<file path="src/rtl/uart_pkg.sv">
// Shared UART types and constants for the RX frame deserializer and the parity helper.
package uart_pkg;

    typedef enum logic [1:0] {
        IDLE   = 2'd0,
        DATA   = 2'd1,
        PARITY = 2'd2,
        STOP   = 2'd3
    } rx_state_e;

    localparam logic PAR_EVEN = 1'b0;
    localparam logic PAR_ODD  = 1'b1;

endpackage

</file>
<file path="src/rtl/uart_rx_frame_deser_if.sv">
// Bundle between the RX sampler/top level and the frame deserializer.
interface uart_rx_frame_deser_if #(
    parameter int DATA_WIDTH = 8
);
    logic                  sample_vld;
    logic                  sampled_bit;
    logic                  par_en;
    logic                  par_typ;
    logic                  frame_abort;
    logic [DATA_WIDTH-1:0] p_data;
    logic                  data_vld;
    logic                  par_err;
    logic                  stp_err;
    logic                  busy;

    modport master (
        output sample_vld, sampled_bit, par_en, par_typ, frame_abort,
        input  p_data, data_vld, par_err, stp_err, busy
    );

    modport slave (
        input  sample_vld, sampled_bit, par_en, par_typ, frame_abort,
        output p_data, data_vld, par_err, stp_err, busy
    );
endinterface

</file>
<file path="src/rtl/uart_parity_calc.sv">
// Expected parity bit for a data word; shared by the UART TX and RX paths.
module uart_parity_calc
    import uart_pkg::*;
#(
    parameter int DATA_WIDTH = 8
) (
    input  logic [DATA_WIDTH-1:0] i_data,
    input  logic                  i_par_typ,
    output logic                  o_par_exp
);
    assign o_par_exp = (^i_data) ^ (i_par_typ == PAR_ODD);
endmodule

</file>
<file path="src/rtl/uart_rx_frame_deser.sv">
// UART RX frame deserializer: tracks start/data/parity/stop, assembles LSB-first data,
// checks parity and stop bits and strobes a registered result for one clock.
module uart_rx_frame_deser #(
    parameter int DATA_WIDTH = 8,
    parameter int STOP_BITS  = 1
) (
    input  logic                  clk,
    input  logic                  rst,
    uart_rx_frame_deser_if.slave  bus
);
    import uart_pkg::*;

    localparam int BIT_CNT_W = $clog2(DATA_WIDTH);

    rx_state_e             r_state;
    rx_state_e             w_state_nxt;
    logic [DATA_WIDTH-1:0] r_shreg;
    logic [DATA_WIDTH-1:0] r_p_data;
    logic [BIT_CNT_W-1:0]  r_bit_cnt;
    logic                  r_stop_cnt;
    logic                  r_cfg_par_en;
    logic                  r_cfg_par_typ;
    logic                  r_par_bad;
    logic                  r_stp_bad;
    logic                  r_data_vld;
    logic                  r_par_err;
    logic                  r_stp_err;
    logic                  r_busy;

    logic                  w_last_data;
    logic                  w_last_stop;
    logic                  w_par_exp;
    logic                  w_stp_bad_fin;

    uart_parity_calc #(
        .DATA_WIDTH (DATA_WIDTH)
    ) u_parity (
        .i_data    (r_shreg),
        .i_par_typ (r_cfg_par_typ),
        .o_par_exp (w_par_exp)
    );

    assign w_last_data   = (r_bit_cnt == BIT_CNT_W'(DATA_WIDTH - 1));
    assign w_last_stop   = (STOP_BITS == 1) ? 1'b1 : r_stop_cnt;
    assign w_stp_bad_fin = r_stp_bad | ~bus.sampled_bit;

    always_comb begin
        w_state_nxt = r_state;
        if (bus.frame_abort) begin
            w_state_nxt = IDLE;
        end else if (bus.sample_vld) begin
            case (r_state)
                IDLE:    if (!bus.sampled_bit) w_state_nxt = DATA;
                DATA:    if (w_last_data) w_state_nxt = r_cfg_par_en ? PARITY : STOP;
                PARITY:  w_state_nxt = STOP;
                STOP:    if (w_last_stop) w_state_nxt = IDLE;
                default: w_state_nxt = IDLE;
            endcase
        end
    end

    always_ff @(posedge clk) begin
        if (rst) begin
            r_state       <= IDLE;
            r_shreg       <= '0;
            r_p_data      <= '0;
            r_bit_cnt     <= '0;
            r_stop_cnt    <= 1'b0;
            r_cfg_par_en  <= 1'b0;
            r_cfg_par_typ <= 1'b0;
            r_par_bad     <= 1'b0;
            r_stp_bad     <= 1'b0;
            r_data_vld    <= 1'b0;
            r_par_err     <= 1'b0;
            r_stp_err     <= 1'b0;
            r_busy        <= 1'b0;
        end else begin
            r_state    <= w_state_nxt;
            r_data_vld <= 1'b0;
            r_par_err  <= 1'b0;
            r_stp_err  <= 1'b0;
            if (bus.frame_abort) begin
                r_busy     <= 1'b0;
                r_bit_cnt  <= '0;
                r_stop_cnt <= 1'b0;
            end else if (bus.sample_vld) begin
                case (r_state)
                    IDLE: begin
                        if (!bus.sampled_bit) begin
                            r_cfg_par_en  <= bus.par_en;
                            r_cfg_par_typ <= bus.par_typ;
                            r_bit_cnt     <= '0;
                            r_stop_cnt    <= 1'b0;
                            r_par_bad     <= 1'b0;
                            r_stp_bad     <= 1'b0;
                            r_busy        <= 1'b1;
                        end
                    end
                    DATA: begin
                        r_shreg <= {bus.sampled_bit, r_shreg[DATA_WIDTH-1:1]};
                        // Counter parks on the last index so it never wraps inside a frame.
                        if (!w_last_data) r_bit_cnt <= r_bit_cnt + BIT_CNT_W'(1);
                    end
                    PARITY: begin
                        r_par_bad <= (bus.sampled_bit != w_par_exp);
                    end
                    STOP: begin
                        r_stp_bad <= w_stp_bad_fin;
                        if (w_last_stop) begin
                            r_busy <= 1'b0;
                            if (!r_par_bad && !w_stp_bad_fin) begin
                                r_p_data   <= r_shreg;
                                r_data_vld <= 1'b1;
                            end else begin
                                r_par_err <= r_par_bad;
                                r_stp_err <= w_stp_bad_fin;
                            end
                        end else begin
                            r_stop_cnt <= 1'b1;
                        end
                    end
                    default: r_busy <= 1'b0;
                endcase
            end
        end
    end

    assign bus.p_data   = r_p_data;
    assign bus.data_vld = r_data_vld;
    assign bus.par_err  = r_par_err;
    assign bus.stp_err  = r_stp_err;
    assign bus.busy     = r_busy;

endmodule

</file>
<file path="src/flat_wrapper.sv">
// flat-port wrapper written by rule: the top's interface ports become plain ports
module uart_rx_frame_deser_flat import uart_pkg::*;
#(
    parameter int DATA_WIDTH = 8,
    parameter int STOP_BITS  = 1
)
  (clk, rst, bus_sample_vld, bus_sampled_bit, bus_par_en, bus_par_typ, bus_frame_abort, bus_p_data, bus_data_vld, bus_par_err, bus_stp_err, bus_busy);
  uart_rx_frame_deser_if #(.DATA_WIDTH(DATA_WIDTH)) bus_i ();
  input  logic clk;
  input  logic rst;
  input wire logic [$bits(bus_i.sample_vld)-1:0] bus_sample_vld;
  input wire logic [$bits(bus_i.sampled_bit)-1:0] bus_sampled_bit;
  input wire logic [$bits(bus_i.par_en)-1:0] bus_par_en;
  input wire logic [$bits(bus_i.par_typ)-1:0] bus_par_typ;
  input wire logic [$bits(bus_i.frame_abort)-1:0] bus_frame_abort;
  output wire logic [$bits(bus_i.p_data)-1:0] bus_p_data;
  output wire logic [$bits(bus_i.data_vld)-1:0] bus_data_vld;
  output wire logic [$bits(bus_i.par_err)-1:0] bus_par_err;
  output wire logic [$bits(bus_i.stp_err)-1:0] bus_stp_err;
  output wire logic [$bits(bus_i.busy)-1:0] bus_busy;
  assign bus_i.sample_vld = bus_sample_vld;
  assign bus_i.sampled_bit = bus_sampled_bit;
  assign bus_i.par_en = bus_par_en;
  assign bus_i.par_typ = bus_par_typ;
  assign bus_i.frame_abort = bus_frame_abort;
  assign bus_p_data = bus_i.p_data;
  assign bus_data_vld = bus_i.data_vld;
  assign bus_par_err = bus_i.par_err;
  assign bus_stp_err = bus_i.stp_err;
  assign bus_busy = bus_i.busy;
  uart_rx_frame_deser #(.DATA_WIDTH(DATA_WIDTH), .STOP_BITS(STOP_BITS)) u_core (.clk(clk), .rst(rst), .bus(bus_i));
endmodule
</file>
<file path="config.mk">
export PLATFORM = sky130hd
export DESIGN_NAME = uart_rx_frame_deser_flat
export DESIGN_NICKNAME = d
export VERILOG_FILES = /design/src/rtl/uart_pkg.sv /design/src/rtl/uart_rx_frame_deser_if.sv /design/src/rtl/uart_parity_calc.sv /design/src/rtl/uart_rx_frame_deser.sv /design/src/flat_wrapper.sv
export SDC_FILE = /design/constraint.sdc
export NUM_CORES = 1
export LEC_CHECK = 0
export BUFFER_PORTS_ARGS = -buffer_cell sky130_fd_sc_hd__buf_2
export CAP_MARGIN = 5
export CORE_MARGIN = 1
export CORE_UTILIZATION = 55
export DETAILED_ROUTE_END_ITERATION = 8
export HOLD_SLACK_MARGIN = 0.02
export PLACE_DENSITY = 0.77
export SLEW_MARGIN = 15
export SYNTH_ARGS = -nofsm -noshare
export SYNTH_HDL_FRONTEND = slang
export SYNTH_SLANG_ARGS = --single-unit
</file>
<file path="constraint.sdc">
create_clock -name clk -period 2.3 [get_ports clk]
set_clock_uncertainty 0.15 [all_clocks]
set_input_delay 0.345 -clock clk [delete_from_list [all_inputs] [get_ports clk]]
set_output_delay 0.345 -clock clk [all_outputs]
set_load 0.03 [all_outputs]
</file>
* Word-level counts from Yosys, hierarchy flattened *
Cells that the tools add are included.

storage, ports and cells
  logic and storage cells = 59
  output and inout port bits = 12
  bits in registers = 29
  input port bits = 7

cells by class
  add/sub/neg operators = 1
  equality and inequality tests = 8
  reduce and logical (&&, ||, !) cells = 19
  mux-type cells = 13
  bitwise logic cells = 6

operators by type and width
  operator               number
  $reduce_and A4 Y1      5
  $reduce_and A3 Y1      3
  $pmux W2 S4            1
  $reduce_xor A8 Y1      1
  $mux W3                2
  $pmux W1 S2            3
  $pmux W3 S2            1
  $reduce_bool A2 Y1     3
  $reduce_or A5 Y1       1
  $eq A2 B2 Y1 const B   2
  $mux W1                4
  $mux W2                2
  $ne A2 B2 Y1 const B   2
  $not A1 Y1             4
  $reduce_or A4 Y1       1
  $add A3 B1 Y3 const B  1
  $eq A3 B3 Y1 const B   1
  $eq A2 B1 Y1 const B   1
  $logic_not A1 Y1       2
  $logic_not A2 Y1       1
  $ne A2 B1 Y1 const B   1
  $reduce_or A2 Y1       1
  $logic_and A1 B1 Y1    1
  $ne A1 B1 Y1           1
  other kinds (2)        2

* Depth between registers and ports, before layout *
Gate-level depths: netlist (run 1).

  depth after elaboration = 5
  mapped depth = 7
  gate-level depth less buffers = 6

* Hierarchy *
A second synthesis (run 1) with hierarchy kept.

unflattened totals
  cell total of the unflattened synthesis = 150
  area total of the unflattened synthesis = 1403.8 um2

by module, submodules not included
  module               times used  area an instance (um2)  cells each
  uart_rx_frame_deser  1           1321.3                  143
  uart_parity_calc     1           82.6                    7

* Least setup slack after synthesis (run 1) *
Ideal clock, no wire load.

  kind = register -> register
  start point = reg u_core.r_state[0]
  end point = reg u_core.r_bit_cnt[0]
  clock period less this slack = 1.663 ns
  data arrival time = 1.392 ns
  slack = 0.637 ns
  data required time = 2.029 ns
  cell stages (with the launch flop) = 7
  cells stage by stage = dfxtp_1 inv_1 ha_1 clkbuf_1 o2111ai_1 mux2i_1 nor2_1

between the ends
  longest elaborated chain between the ends = 3

ends and longest elaborated chain
  item                                                                        RTL line                    text
  start: declaration                                                          uart_rx_frame_deser.sv:15   rx_state_e r_state;
  start signal: assignment                                                    uart_rx_frame_deser.sv:78   r_state <= w_state_nxt;
  $eq A2 B1 Y1 / $logic_not A2 Y1 (equally long branches)                     uart_rx_frame_deser.sv:87   case (r_state)
  $ne A2 B2 Y1 (no source line) / $reduce_bool A2 Y1 (equally long branches)  n/a
  $reduce_and A4 Y1 (no source line)                                          n/a
  end signal: assignment                                                      uart_rx_frame_deser.sv:102  if (!w_last_data) r_bit_cnt <= r_bit_cnt + BIT_CNT_W'(1);
  end: declaration                                                            uart_rx_frame_deser.sv:19   logic [BIT_CNT_W-1:0] r_bit_cnt;

Several ways; a longest one is shown, not always the timed one.
A chain may end at the register's enable or synchronous reset.

* Final worst setup path (run 1) *
  start point = reg u_core.r_state[1]
  end point = reg u_core.r_shreg[4]

between the ends
  longest elaborated chain between the ends = 2

ends and longest elaborated chain
  item                                RTL line                    text
  $eq A2 B1 Y1                        uart_rx_frame_deser.sv:87
  $reduce_and A3 Y1 (no source line)  n/a
  end signal: assignment              uart_rx_frame_deser.sv:100  r_shreg <= {bus.sampled_bit, r_shreg[DATA_WIDTH-1:1]};
  end: declaration                    uart_rx_frame_deser.sv:17   logic [DATA_WIDTH-1:0] r_shreg;

No other way between the ends.

==> run_results.csv, run 1 <==
group,metric,value,unit
clock_network,cts.sinks,29,
clock_network,cts_root_buffer,"clkbuf_4",
floorplan,placementRows,17,
synth,yosysTopAreaCellShare,0.446,
synth,yosysWarnings,0,
setup_path,cpPeakStageDelay,0.42,ns
setup_path,critPathMaxFanout,9,
setup_path,crit_chain,"inv_1 -> ha_1 -> nand3b_1 -> mux2i_1 -> nor2_1",
placement,place_congestion,0.799,
setup_path,crit_buf_inv,1,
pwr,cellLeakagePower,0.668,nW
setup_path,critical_path_class,"reg2reg",
clock_network,numCtsBuffers,5,
final_layout,layout_commonest_cell,"dfxtp_1",
worst_hold_path,hold_class,"in2reg",
global_route,grt_pass1_wl,3.71,mm
setup_path,worst-r2r-setup-slack,0.52,ns
final_layout,nNetsFinal,168,
synth,synthCells,134,
worst_hold_path,hold_end,"u_core.r_cfg_par_en",
worst_hold_path,hold_depth,3,
global_route,grt_overflow_total,0,
final_layout,area_delta_synth_final,12.6,%
setup_path,critPathLaunchType,"flip-flop",
synth,avgSynthCellArea,9.71,um2
timing,tightest_slew,0.526,ns
timing,fin_tns_setup,0,ns
pwr,power_density,578,mW/mm2
routing,m1WireLength,995,um
worst_hold_path,min_from,"bus_par_en",
clock_network,postCtsSetupBuffers,0,
timing,min_period,1.78,ns
routing,vias,965,
setup_path,cp_top_family,"simple AND/OR/NAND/NOR gates",
setup_path,end_kind,"flip-flop",
global_route,grt_pass1_vias,881,
global_route,grt_max_degree,23,
pwr,ir_worst_vdd,0.438,mV
timing,rsz0062_at_grt,"false",
synth,synth_top_area_cell,"dfxtp_1",
final_layout,final_cell_mix,"dfxtp_1 (29), nor2_1 (25), mux2i_1 (20)",
timing,finalCritPeriodShare,0.773,
flow_run,maxCapViolations,0,
timing,setup_viol,0,
routing,viasPerCell,5.24,
timing,slew_headroom,0.649,
floorplan,pin_count,19,
clock_network,cts_resized,0,
clock_network,clkLatencyLatePin,0.32,ns
routing,wl,2.22,mm
setup_path,cp_slowest_cell,"nand3b_1",
final_layout,multi_input_area,682,um2
routing,wl_met3,111,um
placement,port_buffers,18,
synth,ys_ff_latch,29,
setup_path,arrival,1.82,ns
synth,yosys-top-cells-area,"dfxtp_1 (45%), mux2i_1 (15%), nor2_1 (7.2%)",
floorplan,start_util,0.588,
placement,hpwlAfterDp,1.61,mm
routing,first_iter_violations,8,
floorplan,dieArea,0.00256,mm2
synth,ys_seq_area_frac,0.446,
timing,fin_hold_ws,0.129,ns
timing,hold_viol_final,0,
routing,maxUsedRoutingLayer,"met4",
routing,first_pass_iters,6,
synth,syn_nets,147,
timing,drv_slew,0,
setup_path,ff2ff_path_depth,5,
clock_network,cts_tree,"done",
routing,wl_per_cell,12.1,um
final_layout,diodes,0,
run_status,status,"complete, but fails checks",
clock_network,h-tree-depth,2,
global_route,grt_usage,0.201,
setup_path,required,2.34,ns
setup_path,rr_endpoint,"u_core.r_shreg[4]",
synth,synth.distinct_cells,30,
routing,met2_length,1.07,mm
final_layout,fillers,195,
setup_path,r2r-start,"u_core.r_state[1]",
floorplan,core,0.00221,mm2
floorplan,fp.dieH,50.6,um
clock_network,hold_buffers,0,
floorplan,dieWidth,50.6,um
timing,fmax,563,MHz
clock_network,clkTransAtPathRegs,0.09,ns
final_layout,seq_area,581,um2
routing,ant_nets,0,
synth,synth_area,0.00130,mm2
global_route,antenna_found_initial,0,
final_layout,drive_gt1_frac,0.186,
routing,drc,1,
clock_network,clockBufferDepth,2,
run_status,violations,"design-rule violations",
-- worst register-to-register path, delay by kind of cell, from the launching register on --
family                     cells  cell delay, ns
muxes                          1            0.30
buffers and inverters          1            0.09
DFF                            1            0.35
and+or+nand+nor                2            0.47
adders and majority gates      1            0.29
-- cell type report --
class / count / share of cell area
clock inverters: 2 / 0.00683
multi-input cells: 95 / 0.465
repair buffers: 19 / 0.0666
well taps: 28 / 0.0239
clock buffers: 6 / 0.0282
flip-flops and latches: 29 / 0.396
inverters: 5 / 0.0128
-- worst max-delay path by stage --
stage | slack [ns] | cells after the start | end | start
after floorplan | 0.64 | 6 | u_core.r_bit_cnt[0] | u_core.r_state[0]
after CTS | 0.48 | 5 | u_core.r_shreg[4] | u_core.r_state[1]
after detailed placement | 0.51 | 5 | u_core.r_shreg[4] | u_core.r_state[1]
after global placement | 0.57 | 5 | u_core.r_shreg[2] | u_core.r_state[1]
after global routing | 0.34 | 5 | u_core.r_shreg[6] | u_core.r_state[1]
final | 0.52 | 5 | u_core.r_shreg[4] | u_core.r_state[1]
-- report_power, final --
group          leakage, nW  total (mW)  switching, mW  internal (mW)
sequential           0.234       0.507        0.00233          0.505
combinational        0.402      0.0558         0.0338         0.0220
clock               0.0320       0.285          0.168          0.116
total                0.668       0.848          0.205          0.643
-- cells in the mapped netlist --
| library cell | instances |
|---|---|
| dfxtp_1 | 29 |
| nor2_1 | 25 |
| mux2i_1 | 20 |
| nand2_1 | 7 |
| ha_1 | 6 |
| xnor2_1 | 6 |
| inv_1 | 5 |
| clkbuf_1 | 4 |
| a21oi_1 | 3 |
| nand3_1 | 3 |
| a22oi_1 | 2 |
| and2_1 | 2 |
| nand2b_1 | 2 |
| nor2b_1 | 2 |
| nor3b_1 | 2 |
| o21ai_0 | 2 |
| a211oi_1 | 1 |
| a221oi_1 | 1 |
| and3_1 | 1 |
| buf_2 | 1 |
| nand2b_2 | 1 |
| nand3b_1 | 1 |
| nand4_1 | 1 |
| nor3_1 | 1 |
| nor4_4 | 1 |
| o2111ai_1 | 1 |
| o32ai_1 | 1 |
| or2_2 | 1 |
| xnor3_1 | 1 |
| xor2_1 | 1 |
-- sequential cells by signal, summed over array words and instances, names as in the netlist --
name	flops
u_core.bus.busy	1
u_core.bus.par_err	1
u_core.r_state	2
u_core.r_bit_cnt	3
u_core.r_cfg_par_en	1
u_core.r_par_bad	1
u_core.r_stp_bad	1
u_core.bus.stp_err	1
u_core.r_cfg_par_typ	1
u_core.bus.data_vld	1
u_core.r_shreg	8
u_core.bus.p_data	8
-- through the flow --
stage / cells / cell area (um2) / total power, mW / util / setup WS (ns)
after floorplan: 134 / 1300 / 0.557 / - / 0.637
after global placement: 176 / 1410 / 0.573 / 0.639 / 0.574
after detailed placement: 176 / 1410 / 0.574 / 0.639 / 0.505
after CTS: 184 / 1470 / 0.854 / 0.662 / 0.485
after global routing: 184 / 1470 / 0.884 / 0.662 / 0.344
final: 184 / 1470 / 0.848 / 0.662 / 0.523
-- cell families after synthesis --
kind of cell,share of synthesized area
AO/OA/AOI/OAI,0.0567
XOR/XNOR,0.0644
buffers and inverters,0.0298
AND/OR/NAND/NOR,0.191
multiplexers,0.154
adder cells (fa/ha/maj),0.0577
flip-flops,0.446
-- layer usage --
layer,up-vias,GRT usage
met1,443,0.224
met3,4,0.0636
li1,492,-
met2,26,0.336
met4,0,0.116
met5,-,0
Power figures use the tool's default switching activity.
==> inputs of run 2 (changes only) <==
Settings changed: ABC_AREA set to 1, CORE_UTILIZATION 55 to 50, PLACE_DENSITY 0.77 to 0.74.
Clock period 2.3 ns to 1.5 ns, I/O delays scaled along.
==> run_results.csv, run 2 <==
group,metric,value,unit
run_status,status,"complete, but fails checks",
run_status,violations,"negative setup slack",
worst_hold_path,hold_end,"u_core.r_cfg_par_typ",
clock_network,cts_root_buffer,"clkbuf_4",
pwr,power,1.46,mW
clock_network,h-tree-depth,2,
setup_path,end_kind,"flip-flop",
synth,synth-compound-area-share,0.208,
floorplan,pin_count,19,
final_layout,final_cell_mix,"nand2_1 (34), dfxtp_1 (25), inv_1 (22)",
final_layout,stdcell_count,253,
timing,slew_headroom,0.813,
setup_path,ff2ff_path_depth,8,
floorplan,fp.dieH,53.9,um
routing,viasPerCell,5.33,
synth,ys_ff_latch,29,
synth,synth_ff_type,"dfxtp_1",
synth,avgSynthCellArea,7.49,um2
synth,synthSimpleGateAreaFrac,0.199,
clock_network,clockBufferDepth,2,
timing,drv_slew,0,
setup_path,cpPeakStageDelay,0.37,ns
pwr,power_density,797,mW/mm2
global_route,grt_overflow_total,0,
synth,synth_edf_count,0,
setup_path,required,1.58,ns
routing,first_pass_iters,4,
global_route,grt_usage,0.239,
synth,yosys-top-cells-area,"dfxtp_1 (43%), nand2_1 (10%), a21oi_1 (8.2%)",
final_layout,fillers,202,
global_route,grt_max_degree,17,
floorplan,placementRows,18,
timing,hold_viol_final,0,
placement,place_congestion,0.922,
timing,min_period,1.54,ns
setup_path,critical_path_class,"reg2reg",
synth,synth_area,0.00135,mm2
timing,finalCritPeriodShare,1.03,
routing,drc,0,
synth,synth_top_family_by_area,"compound AO/OA/AOI/OAI gates",
setup_path,startpoint,"u_core.r_state[0]",
final_layout,diodes,0,
synth,synth_xor_area_frac,0.0130,
pwr,ir_worst_vdd,0.691,mV
synth,synth_top_area_cell,"dfxtp_1",
worst_hold_path,min_from,"bus_par_typ",
setup_path,cp_slowest_cell,"dfxtp_4",
global_route,grt_pass1_vias,1191,
setup_path,crit_chain,"buf_6 -> ha_4 -> inv_4 -> nor2_4 -> o21bai_1 -> nand2_1 -> inv_2 -> o211a_1",
floorplan,dieWidth,53.9,um
setup_path,critPathMaxFanout,4,
routing,vias,1349,
pwr,cellLeakagePower,0.830,nW
clock_network,clkTransAtPathRegs,0.09,ns
setup_path,critPathLaunchType,"flip-flop",
synth,synthCells,180,
final_layout,drive_gt1_frac,0.336,
timing,tightest_slew,0.280,ns
timing,fmax,650,MHz
synth,yosysTopAreaCellShare,0.431,
routing,wl_per_cell,12.7,um
clock_network,numCtsBuffers,5,
clock_network,cts.sinks,29,
synth,async_reset_ff_frac,0,
placement,dp.cells,237,
synth,yosysWarnings,0,
setup_path,r2r-start,"u_core.r_state[0]",
floorplan,dieArea,0.00291,mm2
final_layout,area_delta_synth_final,35.9,%
timing,rsz0062_at_grt,"true",
clock_network,cts_tree,"done",
synth,ys_seq_area_frac,0.431,
final_layout,layout_commonest_cell,"nand2_1",
timing,fin_hold_ws,0.0160,ns
worst_hold_path,hold_class,"in2reg",
routing,ant_nets,0,
flow_run,maxCapViolations,0,
setup_path,rr_endpoint,"u_core.r_bit_cnt[0]",
floorplan,start_util,0.534,
synth,synth.distinct_cells,28,
synth,ys_top_cells_by_count,"nand2_1 (36), dfxtp_1 (29), inv_1 (25)",
timing,setup_viol,4,
routing,first_iter_violations,37,
synth,synthMuxAreaShare,0,
global_route,grt_pass1_wl,4.80,mm
placement,port_buffers,18,
setup_path,arrival,1.62,ns
synth,synthAdderAreaFrac,0.0557,
floorplan,core,0.00252,mm2
clock_network,clkLatencyLatePin,0.33,ns
placement,post-place-ws,-0.0756,ns
timing,fin_tns_setup,-0.0871,ns
synth,yosysMostFrequentCell,"nand2_1",
timing,setup_slack,-0.0382,ns
global_route,antenna_found_initial,0,
setup_path,worst-r2r-setup-slack,-0.04,ns
routing,wl,3.20,mm
synth,syn_nets,193,
worst_hold_path,hold_depth,3,
placement,hpwlAfterDp,2.16,mm
final_layout,nNetsFinal,236,
-- run 2: critical path, delay by kind of cell (launching register included) --
kind	cells	cell delay [ns]
simple gates	2	0.16
buf+inv	3	0.26
flops	1	0.37
fa+ha+maj	1	0.16
compound gates	2	0.34
-- run 2: timing repair --
item	CTS	global route
setup buffers	2	3
gates resized for setup	19	18
endpoints found under the hold margin	4	3
setup endpoints to repair	7	21
hold buffers	1	1
cloned	0	2
pin swaps	6	5
-- run 2: metal layers --
layer / GRT usage / part of all wire / vias to the layer above
met5: 0 / 0 / -
met1: 0.282 / 0.42 / 619
met4: 0.184 / 0.028 / 0
met3: 0.0621 / 0.072 / 13
li1: - / - / 670
met2: 0.366 / 0.48 / 47
-- run 2: how the worst max path moves through the flow --
stage / end / slack (ns) / cells after the start
2_1_floorplan: u_core.r_stp_bad / 0.002 / 9
3_3_place_gp: u_core.r_bit_cnt[0] / -0.05 / 8
3_5_place_dp: u_core.r_bit_cnt[0] / -0.08 / 8
4_1_cts: u_core.r_stp_bad / -0.02 / 10
5_1_grt: u_core.r_stp_bad / -0.19 / 10
6_report: u_core.r_bit_cnt[0] / -0.04 / 8
-- run 2: logic make-up after synthesis --
group / Yosys count
simple gates: 61
compound gates: 51
buf+inv: 31
flops: 29
fa+ha+maj: 6
xor+xnor: 2
-- run 2: report_power, final --
part           leakage (nW)  switching [mW]  internal (mW)
Clock                0.0314           0.267          0.221
Combinational         0.562           0.101         0.0814
Sequential            0.237         0.00996          0.779
Total                 0.830           0.379           1.08
-- run 2: area by class of cell --
class,count,area [um2],share of cell area
Clock buffer,7,55.1,0.0301
Timing Repair Buffer,38,295,0.161
Sequential cell,29,591,0.322
Multi-Input combinational cell,120,732,0.400
Inverter,28,115,0.0628
Tap cell,30,37.5,0.0205
Timing Repair inverter,1,6.26,0.00342
-- run 2: stage by stage --
stage           util  area [um2]
2_1_floorplan      -        1350
3_3_place_gp   0.625        1580
3_5_place_dp   0.625        1580
4_1_cts        0.683        1720
5_1_grt        0.726        1830
6_report       0.726        1830
==> inputs of run 3 (changes only) <==
Settings changed: CELL_PAD_IN_SITES_DETAIL_PLACEMENT set to 1, CELL_PAD_IN_SITES_GLOBAL_PLACEMENT set to 2, CORE_MARGIN 1 to 2, CORE_UTILIZATION 50 to 28, PLACE_DENSITY 0.74 to not set, PLACE_DENSITY_LB_ADDON set to 0.1.
==> run_results.csv, run 3 (synthesized netlist as in run 2, its figures left out) <==
group,metric,value,unit
routing,wl,3.67,mm
setup_path,rr_endpoint,"u_core.r_stp_bad",
final_layout,stdcell_count,278,
timing,fin_tns_setup,-0.839,ns
timing,tightest_slew,0.317,ns
timing,rsz0062_at_grt,"true",
timing,slew_headroom,0.788,
routing,ant_nets,0,
timing,hold_viol_final,0,
final_layout,final_cell_mix,"nand2_1 (34), dfxtp_1 (21), a21oi_1 (19), buf_4 (19), buf_2 (18)",
global_route,use_met3,0.0370,
clock_network,cts_root_buffer,"clkbuf_8",
final_layout,drive_gt1_frac,0.402,
setup_path,critPathMaxFanout,4,
placement,port_buffers,18,
clock_network,cts.sinks,29,
floorplan,core,0.00469,mm2
worst_hold_path,hold_depth,3,
routing,vias,1298,
floorplan,start_util,0.287,
worst_hold_path,hold_end,"u_core.r_cfg_par_en",
global_route,grt_overflow_total,0,
timing,finalCritPeriodShare,1.10,
routing,viasPerCell,4.67,
setup_path,cp_slowest_cell,"dfxtp_4",
floorplan,pin_count,19,
timing,fin_hold_ws,0.0410,ns
setup_path,end_kind,"flip-flop",
setup_path,required,1.51,ns
global_route,met2_usage,0.234,
final_layout,area_delta_synth_final,40.4,%
final_layout,nNetsFinal,237,
setup_path,worst-r2r-setup-slack,-0.16,ns
setup_path,critical_path_class,"reg2reg",
pwr,power,1.64,mW
worst_hold_path,hold_class,"in2reg",
routing,first_pass_iters,4,
final_layout,diodes,0,
global_route,grt_pass1_wl,6.03,mm
timing,fmax,603,MHz
global_route,use_met1,0.192,
setup_path,cpPeakStageDelay,0.36,ns
global_route,antenna_found_initial,0,
clock_network,cts_tree,"done",
placement,hpwlAfterDp,2.57,mm
clock_network,clkTransAtPathRegs,0.06,ns
pwr,cellLeakagePower,0.843,nW
clock_network,numCtsBuffers,5,
flow_run,maxCapViolations,0,
clock_network,clockBufferDepth,2,
routing,wl_per_cell,13.2,um
global_route,grt_max_degree,19,
clock_network,hold_buffers,0,
floorplan,dieArea,0.00538,mm2
placement,post-place-ws,-0.176,ns
pwr,power_density,865,mW/mm2
run_status,violations,"negative setup slack",
clock_network,clkLatencyLatePin,0.27,ns
placement,dp.cells,262,
global_route,grt_pass1_vias,1292,
timing,min_period,1.66,ns
routing,drc,0,
setup_path,r2r-start,"u_core.r_state[1]",
global_route,top_usage_layer,"met2",
floorplan,placementRows,25,
setup_path,critPathLaunchType,"flip-flop",
worst_hold_path,min_from,"bus_par_en",
pwr,ir_worst_vdd,0.502,mV
timing,drv_slew,0,
setup_path,arrival,1.67,ns
floorplan,dieWidth,73.4,um
timing,setup_slack,-0.157,ns
floorplan,fp.dieH,73.4,um
global_route,grt_usage,0.145,
setup_path,ff2ff_path_depth,10,
routing,first_iter_violations,24,
timing,setup_viol,12,
run_status,status,"complete, but fails checks",
setup_path,crit_chain,"inv_4 -> ha_4 -> nand2_4 -> nand2_4 -> inv_4 -> o21ai_2 -> or2_1 -> buf_4 -> a21oi_2 -> nor2_1",
placement,place_congestion,0.715,
final_layout,layout_commonest_cell,"nand2_1",
clock_network,h-tree-depth,2,
[run 3: cell count changes in the layout (fill, tap and decap cells not counted), sizes merged]
cell / before / now
buf: 35 / 39
dlygate4sd3: 2 / 0
clkbuf: 8 / 7
clkinv: 1 / 2
inv: 28 / 27
[run 3: area by class of cell]
cell class | instances | area [um2]
Multi-Input combinational cell | 120 | 747
Fill cell | 586 | 2800
Inverter | 28 | 118
Tap cell | 54 | 67.6
Sequential cell | 29 | 596
Timing Repair Buffer | 39 | 273
Clock buffer | 7 | 86.3
Timing Repair inverter | 1 | 5.00
[run 3: routing by layer]
metal  share of wire  up-vias
met5               0        -
met2            0.49       17
met1            0.47      608
li1                -      667
met4           0.013        0
met3           0.029        6
[run 3: what timing repair did]
item	in CTS	in global routing
endpoints found under the setup margin	14	16
gates resized for setup	19	31
setup buffers	1	7
gates cloned	1	0
pin swaps	2	9
endpoints found under the hold margin	0	0
[run 3: metrics by stage]
stage | utilization | area [um2]
final | 0.403 | 1890
after global routing | 0.403 | 1890
after CTS | 0.376 | 1760
after detailed placement | 0.341 | 1600
after global placement | 0.341 | 1600
after floorplan | - | 1350
[run 3: critical path: cells and delay by family (launching register included)]
| kind | cells | cell delay [ns] |
|---|---|---|
| AOI/OAI and AO/OA | 2 | 0.17 |
| adders and majority gates | 1 | 0.17 |
| buffers and inverters | 3 | 0.24 |
| DFF | 1 | 0.36 |
| and+or+nand+nor | 4 | 0.44 |
[run 3: how the worst max path moves through the flow]
stage | startpoint | to | slack (ns) | cells past startpoint
after floorplan | u_core.r_state[0] | u_core.r_stp_bad | 0.002 | 9
after global placement | u_core.r_state[1] | u_core.r_bit_cnt[0] | -0.10 | 9
after detailed placement | u_core.r_bit_cnt[0] | u_core.r_bit_cnt[0] | -0.18 | 8
after CTS | u_core.r_state[0] | u_core.r_stp_bad | -0.1 | 10
after global routing | u_core.r_state[1] | u_core.r_stp_bad | -0.24 | 10
final | u_core.r_state[1] | u_core.r_stp_bad | -0.16 | 10
[run 3: power breakdown]
part,internal [mW],switching [mW]
Sequential,0.781,0.0105
Clock,0.363,0.275
Combinational,0.0925,0.114
Total,1.24,0.400
